File: src/rtl/ins_fetcher_pkg.sv
// Shared definitions for the instruction fetch stage: RISC-V opcodes that
// the fetcher acts on, and the B-type immediate decode.
package ins_fetcher_pkg;

    localparam logic [6:0] OPC_BRANCH = 7'b1100011;
    localparam logic [6:0] OPC_JAL    = 7'b1101111;
    localparam logic [6:0] OPC_JALR   = 7'b1100111;

    // B-type immediate, sign-extended to 32 bits
    function automatic logic [31:0] imm_b(input logic [31:0] ins);
        return {{19{ins[31]}}, ins[31], ins[7], ins[30:25], ins[11:8], 1'b0};
    endfunction

endpackage

File: src/rtl/fetch_bht.sv
// Branch history table: an array of 2-bit saturating counters with one
// combinational read port and one registered training port.
module fetch_bht #(
    parameter int BHT_BITS = 6
) (
    input  logic                clk_in,
    input  logic                rst_in,
    input  logic [BHT_BITS-1:0] rd_idx,
    output logic                rd_pred,
    input  logic                wr_valid,
    input  logic [BHT_BITS-1:0] wr_idx,
    input  logic                wr_taken
);
    localparam int ENTRIES = 1 << BHT_BITS;

    logic [1:0] cnt_q [ENTRIES];
    logic [1:0] cnt_d [ENTRIES];

    // Saturating step within 0..3
    function automatic logic [1:0] sat_step(input logic [1:0] cnt, input logic up);
        if (up) return (cnt == 2'b11) ? cnt : cnt + 2'b01;
        else    return (cnt == 2'b00) ? cnt : cnt - 2'b01;
    endfunction

    // The read port sees the registered value, so a same-cycle update is
    // not visible until the following cycle.
    assign rd_pred = cnt_q[rd_idx][1];

    // Next counter values: only the trained entry moves
    always_comb begin
        for (int i = 0; i < ENTRIES; i++) cnt_d[i] = cnt_q[i];
        if (wr_valid) cnt_d[wr_idx] = sat_step(cnt_q[wr_idx], wr_taken);
    end

    // Counter storage, reset to weakly not-taken
    always_ff @(posedge clk_in or posedge rst_in) begin
        if (rst_in) begin
            for (int i = 0; i < ENTRIES; i++) cnt_q[i] <= 2'b01;
        end else begin
            for (int i = 0; i < ENTRIES; i++) cnt_q[i] <= cnt_d[i];
        end
    end

endmodule

File: src/rtl/ins_fetcher.sv
// Instruction fetch stage: one outstanding memory request at a time, holds
// each word for the decoder, follows JAL/JALR redirects and ROB flushes, and
// predicts B-type branches from the BHT.
module ins_fetcher
    import ins_fetcher_pkg::*;
#(
    parameter logic [31:0] RESET_PC = 32'h0,
    parameter int          BHT_BITS = 6
) (
    input  logic        clk_in,
    input  logic        rst_in,
    input  logic        rdy_in,
    output logic        mem_req,
    output logic [31:0] mem_addr,
    input  logic        mem_done,
    input  logic [31:0] mem_data,
    output logic        dec_ins_ready,
    output logic [31:0] dec_ins,
    output logic [31:0] dec_pc,
    output logic        dec_pred_jump,
    input  logic        dec_stall,
    input  logic        dec_clear,
    input  logic [31:0] dec_new_addr,
    input  logic        rob_flush,
    input  logic [31:0] rob_flush_addr,
    input  logic        rob_br_valid,
    input  logic [31:0] rob_br_pc,
    input  logic        rob_br_taken
);
    typedef enum logic [1:0] {ST_FETCH, ST_HOLD, ST_JWAIT, ST_DISCARD} state_t;

    state_t      state_q, state_d;
    logic [31:0] pc_q, pc_d;
    logic        mem_req_q, mem_req_d;
    logic [31:0] mem_addr_q, mem_addr_d;
    logic        ready_q, ready_d;
    logic [31:0] ins_q, ins_d;
    logic [31:0] dpc_q, dpc_d;
    logic        pred_q, pred_d;
    logic        bht_pred;
    logic        unused_ok;

    assign unused_ok = ^{rob_br_pc[31:BHT_BITS+2], rob_br_pc[1:0]};

    fetch_bht #(.BHT_BITS(BHT_BITS)) u_bht (
        .clk_in   (clk_in),
        .rst_in   (rst_in),
        .rd_idx   (pc_q[BHT_BITS+1:2]),
        .rd_pred  (bht_pred),
        .wr_valid (rob_br_valid & rdy_in),
        .wr_idx   (rob_br_pc[BHT_BITS+1:2]),
        .wr_taken (rob_br_taken)
    );

    // Next-state and register updates; everything freezes while rdy_in is low
    always_comb begin
        state_d    = state_q;
        pc_d       = pc_q;
        mem_req_d  = mem_req_q;
        mem_addr_d = mem_addr_q;
        ready_d    = ready_q;
        ins_d      = ins_q;
        dpc_d      = dpc_q;
        pred_d     = pred_q;
        if (rdy_in) begin
            if (rob_flush) ready_d = 1'b0;
            case (state_q)
                ST_FETCH: begin
                    if (!mem_req_q) begin
                        // Nothing issued yet: a flush just retargets the pc
                        if (rob_flush) begin
                            pc_d = rob_flush_addr;
                        end else begin
                            mem_req_d  = 1'b1;
                            mem_addr_d = pc_q;
                        end
                    end else if (mem_done) begin
                        mem_req_d = 1'b0;
                        if (rob_flush) begin
                            pc_d = rob_flush_addr;
                        end else begin
                            ins_d   = mem_data;
                            dpc_d   = pc_q;
                            pred_d  = (mem_data[6:0] == OPC_BRANCH) & bht_pred;
                            ready_d = 1'b1;
                            state_d = ST_HOLD;
                        end
                    end else if (rob_flush) begin
                        pc_d    = rob_flush_addr;
                        state_d = ST_DISCARD;
                    end
                end
                ST_HOLD: begin
                    if (rob_flush) begin
                        pc_d    = rob_flush_addr;
                        state_d = ST_FETCH;
                    end else if (!dec_stall) begin
                        ready_d = 1'b0;
                        if (ins_q[6:0] == OPC_JAL || ins_q[6:0] == OPC_JALR) begin
                            state_d = ST_JWAIT;
                        end else begin
                            if (ins_q[6:0] == OPC_BRANCH && pred_q) pc_d = pc_q + imm_b(ins_q);
                            else                                    pc_d = pc_q + 32'd4;
                            state_d = ST_FETCH;
                        end
                    end
                end
                ST_JWAIT: begin
                    if (rob_flush) begin
                        pc_d    = rob_flush_addr;
                        state_d = ST_FETCH;
                    end else if (dec_clear) begin
                        pc_d    = dec_new_addr;
                        state_d = ST_FETCH;
                    end
                end
                ST_DISCARD: begin
                    // The old request cannot be aborted; wait it out and drop the data
                    if (rob_flush) pc_d = rob_flush_addr;
                    if (mem_done) begin
                        mem_req_d = 1'b0;
                        state_d   = ST_FETCH;
                    end
                end
                default: state_d = ST_FETCH;
            endcase
        end
    end

    // State and output registers
    always_ff @(posedge clk_in or posedge rst_in) begin
        if (rst_in) begin
            state_q    <= ST_FETCH;
            pc_q       <= RESET_PC;
            mem_req_q  <= 1'b0;
            mem_addr_q <= 32'h0;
            ready_q    <= 1'b0;
            ins_q      <= 32'h0;
            dpc_q      <= 32'h0;
            pred_q     <= 1'b0;
        end else begin
            state_q    <= state_d;
            pc_q       <= pc_d;
            mem_req_q  <= mem_req_d;
            mem_addr_q <= mem_addr_d;
            ready_q    <= ready_d;
            ins_q      <= ins_d;
            dpc_q      <= dpc_d;
            pred_q     <= pred_d;
        end
    end

    assign mem_req       = mem_req_q;
    assign mem_addr      = mem_addr_q;
    assign dec_ins_ready = ready_q;
    assign dec_ins       = ins_q;
    assign dec_pc        = dpc_q;
    assign dec_pred_jump = pred_q;

endmodule

File: config.mk
export PLATFORM = sky130hd
export DESIGN_NAME = ins_fetcher
export DESIGN_NICKNAME = d
export VERILOG_FILES = /design/src/rtl/ins_fetcher_pkg.sv /design/src/rtl/fetch_bht.sv /design/src/rtl/ins_fetcher.sv
export SDC_FILE = /design/constraint.sdc
export NUM_CORES = 1
export LEC_CHECK = 0
export ABC_AREA = 1
export CAP_MARGIN = 20
export CORE_ASPECT_RATIO = 0.7
export CORE_MARGIN = 1
export CORE_UTILIZATION = 28
export DETAILED_ROUTE_END_ITERATION = 10
export HOLD_SLACK_MARGIN = 0.08
export PLACE_DENSITY_LB_ADDON = 0.15
export SYNTH_ARGS = -nofsm -noshare
export SYNTH_HDL_FRONTEND = slang
export SYNTH_SLANG_ARGS = --single-unit
File: constraint.sdc
create_clock -name clk_in -period 11.44 [get_ports clk_in]
set_input_delay 2.288 -clock clk_in [delete_from_list [all_inputs] [get_ports clk_in]]
set_output_delay 2.288 -clock clk_in [all_outputs]
set_load 0.05 [all_outputs]
; ---- Word-level counts from Yosys, hierarchy flattened
; Index checks and enable logic that the tools add are counted.
[totals]
reg_bits = 261
inputBits = 137
output_inout_bits = 99
[classes]
addsub = 4
order_cmp = 3
n_eq_ne = 16
mux = 44
n_bitwise = 6
reduce_logical = 12
[ops]
columns = cell, count
row1 = $mux W32, 7
row2 = $bwmux W128, 1
row3 = $pmux W32 S3, 1
row4 = $mux W2, 19
row5 = $add A32 B3 Y32 const B, 1
row6 = $add A32 B32 Y32, 1
row7 = $eq A7 B7 Y1 const B, 4
row8 = $bmux W2 S6, 2
row9 = $ne A3 B3 Y1 const B, 5
row10 = $ge A7 B7 Y1 const B, 2
row11 = $not A6 Y7, 2
row12 = $demux W2 S6, 1
row13 = $mux W1, 10
row14 = $reduce_and A5 Y1, 2
row15 = $pmux W2 S4, 1
row16 = $lt A7 B1 Y1 const B, 1
row17 = $reduce_and A7 Y1, 1
row18 = $eq A2 B2 Y1 const B, 3
row19 = $logic_not A2 Y1, 2
row20 = $ne A2 B2 Y1 const B, 2
row21 = $pmux W1 S2, 2
row22 = $reduce_and A4 Y1, 1
row23 = $reduce_and A3 Y1, 1
row24 = $add A2 B1 Y2 const B, 1
row25 = other kinds (9), 12

; ---- Longest topological paths before layout
[logic_depth]
word_depth = 9
depth_mapped = 19

; ---- By module
; Synthesis repeated with hierarchy kept, for this count alone.
[hier_totals]
cells_unflattened = 2616
area_unflattened_um2 = 17244.0
[modules_own_cells]
columns = module, instances, cells_each, area_each_um2, seq_area_each_um2
row1 = ins_fetcher, 1, 1400, 9308.9, 3328.2
row2 = fetch_bht, 1, 1216, 7935.1, 3283.1

; ---- Least setup slack after synthesis
; OpenSTA, ideal clock, no wires.
[synth_timing]
path_type = input-to-reg
from = input port rob_br_pc[2]
to = register u_bht.cnt_q[101] in the netlist's numbering
t_arrival_ns = 3.725
required_ns = 11.322
setup_slack_ns = 7.597
cell_stages = 19
path_buffers = 4
cell_sequence = buf_4 > inv_2 > buf_6 > buf_6 > nand2_1 > o21ai_1 > nand2_1 > nand2_1 > nand2_1 > nand2_1 > nand2_1 > nand2_1 > nor2_1 > nand2_1 > nand2_1 > nand2_2 > buf_2 > nand3_1 > nand2_1
[synth_via]
elab_chain_cells = 9
[synth_lines]
columns = element, line
row1 = from (decl), ins_fetcher.sv:27  ; input logic [31:0] rob_br_pc,
row2 = $not A6 Y7 (not written as such) *, fetch_bht.sv:32  ; if (wr_valid) cnt_d[wr_idx] = sat_step(cnt_q[wr_idx], wr_taken);
row3 = $bmux W2 S6, fetch_bht.sv:32
row4 = $mux W2 (not written as such) (2 in series), fetch_bht.sv:32
row5 = $sub A2 B1 Y2 (tied with other cells), fetch_bht.sv:22  ; else return (cnt == 2'b00) ? cnt : cnt - 2'b01;
row6 = "$mux W2, on equally long branches", "fetch_bht.sv:22, fetch_bht.sv:21"
row7 = $mux W2, fetch_bht.sv:21  ; if (up) return (cnt == 2'b11) ? cnt : cnt + 2'b01;
row8 = $mux W2, fetch_bht.sv:32
row9 = $bwmux W128 *, fetch_bht.sv:32
row10 = to (decl), fetch_bht.sv:16  ; logic [1:0] cnt_q [ENTRIES];
; Every way passes the cells marked *; elsewhere a longest branch is shown, timed or not. The select of a mux whose other input is x is not followed.
; A chain may end at the register's enable or synchronous reset.

; ---- Final worst setup path
[layout_timing]
from = input port rob_br_pc[3]
to = register u_bht.cnt_q[58] in the netlist's numbering
; The elaborated chain is that of the path after synthesis.

==> summary.md <==
| Metric | Value |
|---|---|
| Status | `finished clean` |
| Die H | `208 µm` |
| Top delay family on crit path | `simple AND/OR/NAND/NOR gates` |
| # setup viols final | `0` |
| Post-synth EDFFs | `0` |
| Synthesized area | `17000 µm²` |
| Worst-path cell chain | `clkdlybuf4s50_1 > buf_4 > inv_2 > nand2_1 > nand2_1 > nand2_1 > nand2_1 > nand2_1 > nand2_1 > nor2_1 > nand3_4 > nand2_1 > nand2_4 > nand2_1 > nand2_1` |
| Antenna Cells | `0` |
| MaxCap Viol Count | `0` |
| Initial antenna violation count | `4` |
| CTS H-Tree Depth | `1` |
| Crit start category | `input port` |
| Synth Register Bits | `261` |
| Cts repair resizes | `0` |
| Avg Cell Area, Syn | `6.48 µm²` |
| CTS tree | `yes` |
| Tightest Pin Transition | `1.04 ns` |
| Post CTS Setup Buffer Count | `0` |
| DRC viols | `0` |
| Netlist cell types | `42` |
| Worst-path maximum fanout | `65` |
| Die W | `296 µm` |
| Asr flop ratio synth | `100%` |
| Final max-slew violation count | `0` |
| Post-Syn Instances | `2623` |
| Worst path slowest cell | `nand3_4` |
| Share of layout cells above drive strength 1 | `5.26%` |
| Worst rel slew slack | `30.8%` |
| GP Congestion | `0.933` |
| Setup CP Type | `input port to flop` |
| Buf+Inv Stages, Crit Path | `3` |
| Worst Skew | `0.0544 ns` |
| CP arrival | `6.66 ns` |
| PwrDens | `267 nW/µm²` |
| I/O Buffers | `209` |
| Most frequent cells in the layout | `nand2_1 (1124), inv_1 (311), clkdlybuf4s50_1 (208), dfrtp_1 (197)` |
| Largest net degree at the start of global routing | `144` |
| RSZ-0062 raised after global routing | `no` |
| Final core utilization | `34.7%` |
| Worst-skew pair later-pin latency | `0.63 ns` |
| Post-synthesis simple-gate area fraction | `36.8%` |
| Hold buffers post-CTS | `0` |
| Total GRT Usage | `21.9%` |
| Leak | `10.1 nW` |
| Core Footprint | `60000 µm²` |
| Cts bufs inserted | `30` |
| FF+latch area | `6610 µm²` |
| Clock buffer depth | `3` |
| Xor-xnor portion of the synthesized cell area | `0.464%` |
| Post-synthesis adder-cell area fraction | `2.70%` |
| Post-layout net count | `2948` |
| Vias | `17600` |
| Met1 WL | `35100 µm` |
| Ports | `236` |
| Required time of the critical path | `11.94 ns` |
| Commonest non-fill, non-tap cell in the layout | `nand2_1` |
| Clock-pin slew on the worst setup and hold paths | `0.06 ns` |
| Total gr overflow | `0` |
| Synth Area in Compound Gates | `11.0%` |
| Fill count | `6470` |
| Maximum VDD drop | `0.168 mV` |
| Post-synthesis sequential area ratio | `38.9%` |
| DRT Wirelength | `67800 µm` |
| Setup TNS | `0 ns` |
| Global-route wire length before repair | `103000 µm` |
| Main combinational cell family by area after synthesis | `simple AND/OR/NAND/NOR gates` |
| Top Layer Used | `met5` |
| Post-synthesis mux area share | `0%` |
| Synthesized Nets | `2796` |
| Vias per cell | `4.89` |
| Initial cell density of the core | `28.3%` |
| CP Capture Type | `flop` |
| Yosys warns | `0` |
| Vias in the first global route | `16400` |
| Drt first pass iters | `5` |
| Multi-input gate area | `8700 µm²` |
| Max incr delay on CP | `0.83 ns` |
| Row cnt | `75` |
| Layout area overhead | `22.4%` |
| Crit-path most repeated cell | `nand2_1` |
| Met2 wire length | `25200 µm` |
| DIE AREA | `61700 µm²` |
| Routed wire per std cell | `18.8 µm` |
| FMAX | `162 MHz` |
| Root Buffer | `clkbuf_16` |
| Post-route ant nets | `0` |
| Dominant synthesized flop cell | `dfrtp_1` |
| HP Class | `flop to flop` |
| Period utilization | `53.8%` |
| Count of final hold-check violations | `0` |
| CTS Sinks | `261` |
| DP HPWL | `48500 µm` |
| Drt first-iter violations | `1768` |
| Met3 WL post-DR | `6330 µm` |
| Tmin final | `6.16 ns` |
[cells by family (layout without fill, tap and decap cells)]
family                   after synthesis  in the layout
adder cells (fa/ha/maj)               36             36
AO/OA/AOI/OAI                        329            329
AND/OR/NAND/NOR                     1558           1558
XOR/XNOR                               9              9
flip-flops                           261            261
buffers and inverters                430            604
[path summary, 6_finish.rpt]
| path | startpoint | end | slack, ns | depth (start not counted) |
|---|---|---|---|---|
| max in group asynchronous | rst_in | dec_pc[16]$_DFFE_PP0P_ | 7.84 | 3 |
| min in group asynchronous | rst_in | dec_ins[20]$_DFFE_PP0P_ | 2.27 | 2 |
| max reg2reg | state_q[1]$_DFFE_PP0P_ | pc_q[1]$_DFFE_PP0P_ | 7.45 | 12 |
| max | rob_br_pc[3] | u_bht.cnt_q[58]$_DFFE_PP1P_ | 5.28 | 15 |
| min | u_bht.cnt_q[10]$_DFFE_PP1P_ | u_bht.cnt_q[10]$_DFFE_PP1P_ | 0.46 | 2 |
| min reg2reg | u_bht.cnt_q[10]$_DFFE_PP1P_ | u_bht.cnt_q[10]$_DFFE_PP1P_ | 0.46 | 2 |
[layout make-up]
type / instances / share of cell area (%)
Sequential cell: 261 / 31.8
Clock buffer: 44 / 4.20
Clock inverter: 10 / 0.620
Tap cell: 808 / 4.86
Inverter: 320 / 5.81
Multi-Input combinational cell: 1932 / 41.8
Timing Repair Buffer: 230 / 10.9
[cell usage after synthesis, types with 16 or more instances]
library cell     n  share of area [%]
nand2_1       1124                 25
inv_1          312                6.9
dfrtp_1        197                 29
nand3_1        185                5.5
o21ai_0        182                5.4
nor2_1         154                3.4
a21oi_1         69                2.0
nor3_1          68                2.0
dfstp_2         64                9.9
clkbuf_1        62                1.4
ha_1            35                2.6
a221oi_1        31                1.6
buf_2           27               0.80
nand4_1         16               0.59
[tightest hold or removal path: stages, from the launching register on]
cell	delay, ns
dfstp_2	0.37
nand2_1	0.05
nand2_1	0.04
[stage by stage]
step | hold slack, ns | instances | setup slack [ns] | power (mW) | instance area (µm²)
after floorplan | 0.447 | 2623 | 2.07 | 3.40 | 17000
after global placement | 0.455 | 3551 | 4.81 | 4.49 | 19800
after detailed placement | 0.456 | 3551 | 4.77 | 4.50 | 19800
after CTS | 0.468 | 3605 | 5.38 | 5.55 | 20800
after global routing | 0.478 | 3605 | 5.00 | 5.93 | 20800
final | 0.463 | 3605 | 5.28 | 5.54 | 20800
[layer usage]
metal	global-route usage [%]	up-vias
met5	0	-
met4	4.02	6
met3	5.41	68
met2	27.8	685
met1	36.1	8288
li1	-	8585
[power by group]
part / switching, mW / internal, mW
clock network: 0.435 / 0.573
registers: 0.244 / 1.18
logic: 2.19 / 0.922
[state kept, by name, summed over array words and instances (netlist names)]
name           count
dec_pc            32
pc_q              32
dec_ins           32
mem_addr          32
mem_req            1
u_bht.cnt_q      128
dec_ins_ready      1
state_q            2
dec_pred_jump      1
(Power assumes the default switching activity.)
